[src/rtl/sha256_pkg.sv]
// Shared SHA-256 constants, working-variable struct, FSM encoding and the
// FIPS 180-4 mixing functions used by the round and the message schedule.
package sha256_pkg;

  typedef struct packed {
    logic [31:0] a;
    logic [31:0] b;
    logic [31:0] c;
    logic [31:0] d;
    logic [31:0] e;
    logic [31:0] f;
    logic [31:0] g;
    logic [31:0] h;
  } work_t;

  typedef enum logic [1:0] {
    S_IDLE = 2'd0,
    S_RUN  = 2'd1,
    S_DONE = 2'd2
  } state_e;

  localparam logic [31:0] K [0:63] = '{
    32'h428a2f98, 32'h71374491, 32'hb5c0fbcf, 32'he9b5dba5,
    32'h3956c25b, 32'h59f111f1, 32'h923f82a4, 32'hab1c5ed5,
    32'hd807aa98, 32'h12835b01, 32'h243185be, 32'h550c7dc3,
    32'h72be5d74, 32'h80deb1fe, 32'h9bdc06a7, 32'hc19bf174,
    32'he49b69c1, 32'hefbe4786, 32'h0fc19dc6, 32'h240ca1cc,
    32'h2de92c6f, 32'h4a7484aa, 32'h5cb0a9dc, 32'h76f988da,
    32'h983e5152, 32'ha831c66d, 32'hb00327c8, 32'hbf597fc7,
    32'hc6e00bf3, 32'hd5a79147, 32'h06ca6351, 32'h14292967,
    32'h27b70a85, 32'h2e1b2138, 32'h4d2c6dfc, 32'h53380d13,
    32'h650a7354, 32'h766a0abb, 32'h81c2c92e, 32'h92722c85,
    32'ha2bfe8a1, 32'ha81a664b, 32'hc24b8b70, 32'hc76c51a3,
    32'hd192e819, 32'hd6990624, 32'hf40e3585, 32'h106aa070,
    32'h19a4c116, 32'h1e376c08, 32'h2748774c, 32'h34b0bcb5,
    32'h391c0cb3, 32'h4ed8aa4a, 32'h5b9cca4f, 32'h682e6ff3,
    32'h748f82ee, 32'h78a5636f, 32'h84c87814, 32'h8cc70208,
    32'h90befffa, 32'ha4506ceb, 32'hbef9a3f7, 32'hc67178f2
  };

  localparam logic [31:0] IV [0:7] = '{
    32'h6a09e667, 32'hbb67ae85, 32'h3c6ef372, 32'ha54ff53a,
    32'h510e527f, 32'h9b05688c, 32'h1f83d9ab, 32'h5be0cd19
  };

  localparam work_t IV_WORK = '{IV[0], IV[1], IV[2], IV[3], IV[4], IV[5], IV[6], IV[7]};

  function automatic logic [31:0] rotr(input logic [31:0] x, input int n);
    return (x >> n) | (x << (32 - n));
  endfunction

  function automatic logic [31:0] big_sigma0(input logic [31:0] x);
    return rotr(x, 2) ^ rotr(x, 13) ^ rotr(x, 22);
  endfunction

  function automatic logic [31:0] big_sigma1(input logic [31:0] x);
    return rotr(x, 6) ^ rotr(x, 11) ^ rotr(x, 25);
  endfunction

  function automatic logic [31:0] small_sigma0(input logic [31:0] x);
    return rotr(x, 7) ^ rotr(x, 18) ^ (x >> 3);
  endfunction

  function automatic logic [31:0] small_sigma1(input logic [31:0] x);
    return rotr(x, 17) ^ rotr(x, 19) ^ (x >> 10);
  endfunction

  function automatic logic [31:0] ch(input logic [31:0] e, input logic [31:0] f,
                                     input logic [31:0] g);
    return (e & f) ^ (~e & g);
  endfunction

  function automatic logic [31:0] maj(input logic [31:0] a, input logic [31:0] b,
                                      input logic [31:0] c);
    return (a & b) ^ (a & c) ^ (b & c);
  endfunction

  // Word-wise mod 2^32 sum used for the end-of-block chaining update.
  function automatic work_t add_work(input work_t x, input work_t y);
    work_t r;
    r.a = x.a + y.a;
    r.b = x.b + y.b;
    r.c = x.c + y.c;
    r.d = x.d + y.d;
    r.e = x.e + y.e;
    r.f = x.f + y.f;
    r.g = x.g + y.g;
    r.h = x.h + y.h;
    return r;
  endfunction

endpackage

[src/rtl/sha256_round.sv]
// One combinational SHA-256 compression round: working vars a..h plus K[t]
// and W[t] in, next a..h out.
module sha256_round
  import sha256_pkg::*;
(
  input  work_t       cur,
  input  logic [31:0] k,
  input  logic [31:0] w,
  output work_t       nxt
);

  logic [31:0] t1;
  logic [31:0] t2;

  always_comb begin
    t1    = cur.h + big_sigma1(cur.e) + ch(cur.e, cur.f, cur.g) + k + w;
    t2    = big_sigma0(cur.a) + maj(cur.a, cur.b, cur.c);
    nxt.a = t1 + t2;
    nxt.b = cur.a;
    nxt.c = cur.b;
    nxt.d = cur.c;
    nxt.e = cur.d + t1;
    nxt.f = cur.e;
    nxt.g = cur.f;
    nxt.h = cur.g;
  end

endmodule

[src/rtl/sha256_round_engine.sv]
// Iterative SHA-256 compression of one 512-bit block, UNROLL rounds per clock,
// with a valid/ready block input and a valid/ready chaining-digest output.
module sha256_round_engine
  import sha256_pkg::*;
#(
  parameter int unsigned UNROLL = 1
) (
  input  logic         clk,
  input  logic         rst,
  input  logic         in_valid,
  output logic         in_ready,
  input  logic [511:0] message,
  input  logic         first,
  output logic         out_valid,
  input  logic         out_ready,
  output logic [255:0] digest,
  output logic         busy
);

  localparam logic [5:0] T_STEP = 6'(UNROLL);
  localparam logic [5:0] T_LAST = 6'(64 - UNROLL);

  state_e      state_q;
  logic [5:0]  t_q;
  work_t       work_q;
  work_t       h_q;
  logic [31:0] win_q [16];
  logic [31:0] ext   [16 + UNROLL];
  work_t       chain [UNROLL + 1];

  assign in_ready  = (state_q == S_IDLE);
  assign out_valid = (state_q == S_DONE);
  assign busy      = (state_q != S_IDLE);
  assign digest    = h_q;

  // win_q[0] always holds W[t], so round g of this cycle consumes win_q[g].
  assign chain[0] = work_q;

  for (genvar g = 0; g < int'(UNROLL); g++) begin : g_round
    logic [31:0] k_rnd;
    assign k_rnd = K[t_q + 6'(g)];

    sha256_round u_round (
      .cur (chain[g]),
      .k   (k_rnd),
      .w   (win_q[g]),
      .nxt (chain[g + 1])
    );
  end

  // Extend the window by UNROLL words so it can shift by a whole step per clock.
  always_comb begin
    for (int j = 0; j < 16; j++) begin
      ext[j] = win_q[j];
    end
    for (int j = 0; j < int'(UNROLL); j++) begin
      ext[16 + j] = small_sigma1(ext[14 + j]) + ext[9 + j]
                  + small_sigma0(ext[1 + j]) + ext[j];
    end
  end

  always_ff @(posedge clk or posedge rst) begin
    if (rst) begin
      state_q <= S_IDLE;
      t_q     <= '0;
      h_q     <= IV_WORK;
      work_q  <= '0;
      for (int j = 0; j < 16; j++) begin
        win_q[j] <= '0;
      end
    end else begin
      case (state_q)
        S_IDLE: begin
          if (in_valid) begin
            for (int j = 0; j < 16; j++) begin
              win_q[j] <= message[511 - 32*j -: 32];
            end
            work_q  <= first ? IV_WORK : h_q;
            if (first) begin
              h_q <= IV_WORK;
            end
            t_q     <= '0;
            state_q <= S_RUN;
          end
        end
        S_RUN: begin
          work_q <= chain[UNROLL];
          for (int j = 0; j < 16; j++) begin
            win_q[j] <= ext[j + int'(UNROLL)];
          end
          t_q <= t_q + T_STEP;
          if (t_q == T_LAST) begin
            h_q     <= add_work(h_q, chain[UNROLL]);
            state_q <= S_DONE;
          end
        end
        S_DONE: begin
          if (out_ready) begin
            state_q <= S_IDLE;
          end
        end
        default: state_q <= S_IDLE;
      endcase
    end
  end

endmodule

[config.mk]
export PLATFORM = sky130hd
export DESIGN_NAME = sha256_round_engine
export DESIGN_NICKNAME = d
export VERILOG_FILES = /design/src/rtl/sha256_pkg.sv /design/src/rtl/sha256_round.sv /design/src/rtl/sha256_round_engine.sv
export SDC_FILE = /design/constraint.sdc
export NUM_CORES = 2
export LEC_CHECK = 0
export CAP_MARGIN = 40
export CORE_UTILIZATION = 45
export DETAILED_ROUTE_END_ITERATION = 16
export PLACE_DENSITY_LB_ADDON = 0.1
export SETUP_SLACK_MARGIN = 0.15
export SYNTH_ARGS = -nofsm -noshare
export SYNTH_HDL_FRONTEND = slang
export SYNTH_SLANG_ARGS = --single-unit
[constraint.sdc]
create_clock -name clk -period 37.5 [get_ports clk]
set_input_delay 7.5 -clock clk [delete_from_list [all_inputs] [get_ports clk]]
set_output_delay 7.5 -clock clk [all_outputs]
set_load 0.01 [all_outputs]
==> run metrics <==
postcts setup bufs 0; clk_lat worst skew ~800 ps; DR pass1 iterations 6; Die Span X just over 400 um; Mean Syn Cell Area 8.58 um^2; origin of the critical flop-to-flop path t_q[0]; multi-input logic area about 42000 um^2; asr flop ratio synth between 90% and 100%; fin nets around 9900; Final GP Congestion about 1.0; CTS tree built; Mapped Area approximately 72000 um^2; relative max-transition margin between 10% and 20%; Root Driver clkbuf_16; Worst-Margin Slew 1290 ps; setup TNS 0 ps; # clock sinks 1032; Reg2Reg Setup Slack 25190 ps; Hold-fix buffers, CTS 0; total grt overflow 0; register area 26000 um^2; final hold viol count 0; Min Clock Period, post-route ~12000 ps; crit path launch t_q[0]; MaxCap Viol Count 0; 1st-iter DRT viols 8311; die area 162000 um^2; # fillers between 10000 and 15000; drt total wl between 300000 and 400000 um; Worst Reg-to-Reg Cells 45; register bit total from synthesis roughly 1000; clock transition at the registers of the reported paths approximately 60 ps; Layout area overhead 19.2%; Hold Path Origin state_q[1]; Crit Path Class reg2reg; Die Y-Extent slightly above 400 um; Top FF cell, synth dfrtp_1; Yosys Warn Count 0; first-pass GRT wire length about 470000 um; Critical Path Sink Type flop; Unique masters post-synth just under 90; port bufs ~780; clock buffer depth 3; initial antenna violation count 88; status completed; register area share after synthesis 36.1%; DRC Markers 0; routed via count 69900; Most common cell on crit path a21o_1; HPWL Detailed 245000 um; Critical Path AT 13040 ps; Period Utilization, post-route between 30% and 40%; Post-Synthesis Net Count ~9500; Data required, critical path ~38000 ps; critical path endpoint digest[255]; clock skew approximately 72 ps; RSZ-0062 raised after global routing no; RR Endpoint digest[255]; Startpoint Class flop; Hold WC Path Type reg2reg; Core Area 159000 um^2; layout cell share with drive strength beyond 1 5.90%; number of CTS-inserted buffers 120; Rows between 100 and 150; via density per instance 6.34; H-tree levels 3; CP max FO 11; Post-synth EDFFs 0; Ports 776; endpoints failing setup 0; Post-DRT Antenna Nets 0; CP max stage delay between 600 and 700 ps; vias in the first global route ~66000; routed len/inst about 30 um; Total GRT Usage ~40%; Max Freq ~0.081 GHz; largest net degree at the start of global routing around 240; Post-Syn Instances roughly 8400; Final Max Tran Viols 0; CP max-delay cell nor2_1; initial cell density of the core a little under half; # resized after CTS 0
==> critical path: cells and delay by family, from the launching register on <==
kind / cells / cell delay, ps
AO/OA/AOI/OAI: 21 / 4630
adder cells (fa/ha/maj): 8 / 3590
AND/OR/NAND/NOR: 8 / 2240
XOR/XNOR: 3 / 710
buffers and inverters: 4 / 510
flip-flops: 1 / 380
multiplexers: 1 / 220
==> cell families (layout without fill, tap and decap cells) <==
family | Yosys count | in the layout | synth area share, %
AOI/OAI and AO/OA | 3036 | 3036 | 25.4
buffers and inverters | 1005 | 1513 | 5.24
adders and majority gates | 614 | 614 | 12.6
xor gates and xnor gates | 571 | 571 | 6.96
muxes | 51 | 51 | 0.869
other | 0 | 50 | 0
DFF | 1032 | 1032 | 36.1
and+or+nand+nor | 2085 | 2085 | 12.8
==> per-layer routing <==
metal  wire length [um]  share of wire [%]  vias to the layer above  track usage [%]
met5                443               0.13                        -                0
met4              19000                5.8                       60             20.6
met3              31700                9.7                      695             10.4
met2             144000                 44                     3441             58.8
met1             134000                 41                    34800             52.4
li1                   -                  -                    31000                -
==> sequential cells by signal, summed over array words and instances, names as in the netlist <==
signal   count
ext        512
digest     256
chain      256
state_q      2
t_q          6
==> cell type report <==
class / count / area share (%)
multi-input combinational: 6357 / 49.3
tap: 2072 / 3.02
inverter: 375 / 1.67
antenna: 50 / 0.146
clock inverter: 24 / 0.522
clock buffer: 203 / 4.36
sequential: 1032 / 30.3
timing repair buffer: 911 / 10.7
==> layout by cell type (no fill, tap or decap), types with 43 or more instances in the layout <==
master and count:
nor3b_1 120, diode_2 50, nand2_1 899, o21ai_1 84
clkbuf_16 121, o21bai_1 43, nor2b_1 63, clkdlybuf4s50_1 773
xnor2_1 332, dfstp_2 136, nand3_1 86, nand2b_1 66
inv_1 369, o21a_1 58, a21o_1 157, a31oi_1 285
buf_4 107, o22ai_1 757, nor2_1 635, fa_1 195
nor3_1 66, a211oi_1 44, a21oi_1 953, dfrtp_1 892
xor2_1 238, o21ai_0 390, ha_1 400
==> how the worst min path moves through the flow <==
stage	end	slack, ps	cells past startpoint
2_1_floorplan	ext[49]	470	2
3_3_place_gp	chain[365]	470	2
3_5_place_dp	ext[63]	480	2
4_1_cts	chain[365]	490	2
5_1_grt	chain[365]	520	2
6_report	ext[63]	490	2
==> synthesized netlist by cell type, drive strengths merged, types with 15 or more instances <==
cell | instances | area share (%)
a21o | 157 | 1.6
a211oi | 44 | 0.46
maj3 | 19 | 0.26
or3 | 31 | 0.27
mux2i | 31 | 0.43
nand3 | 86 | 0.60
o211ai | 21 | 0.22
fa | 195 | 5.4
buf | 76 | 0.40
nand4 | 25 | 0.22
a31oi | 286 | 2.5
ha | 400 | 7.0
dfrtp | 896 | 31
nor3b | 120 | 1.3
o22ai | 757 | 6.6
nor3 | 67 | 0.47
a21oi | 954 | 6.6
xnor2 | 332 | 4.0
o31ai | 31 | 0.34
nand2 | 901 | 4.7
inv | 373 | 1.9
o21bai | 43 | 0.45
dfstp | 136 | 5.0
o21a | 59 | 0.62
o22a | 28 | 0.34
and3 | 28 | 0.24
nor2 | 637 | 3.3
clkbuf | 554 | 2.9
a211o | 15 | 0.18
a221o | 24 | 0.33
nor2b | 65 | 0.58
xor2 | 238 | 2.9
o21ai | 475 | 3.3
nand2b | 67 | 0.58
==> stage by stage <==
step	setup slack [ps]	util [%]	hold WS, ps	area [um^2]	instances
5_1_grt	24570	54.1	518	85800	11000
2_1_floorplan	1180	-	471	72000	8394
4_1_cts	25370	54.1	492	85700	11000
6_report	25190	54.1	492	85900	11000
3_3_place_gp	24770	51.1	467	81000	10700
3_5_place_dp	25050	51.4	476	81500	10700
Power is not shown: default switching activity piles up to over one toggle a cycle in this logic, so the estimate is an artifact.
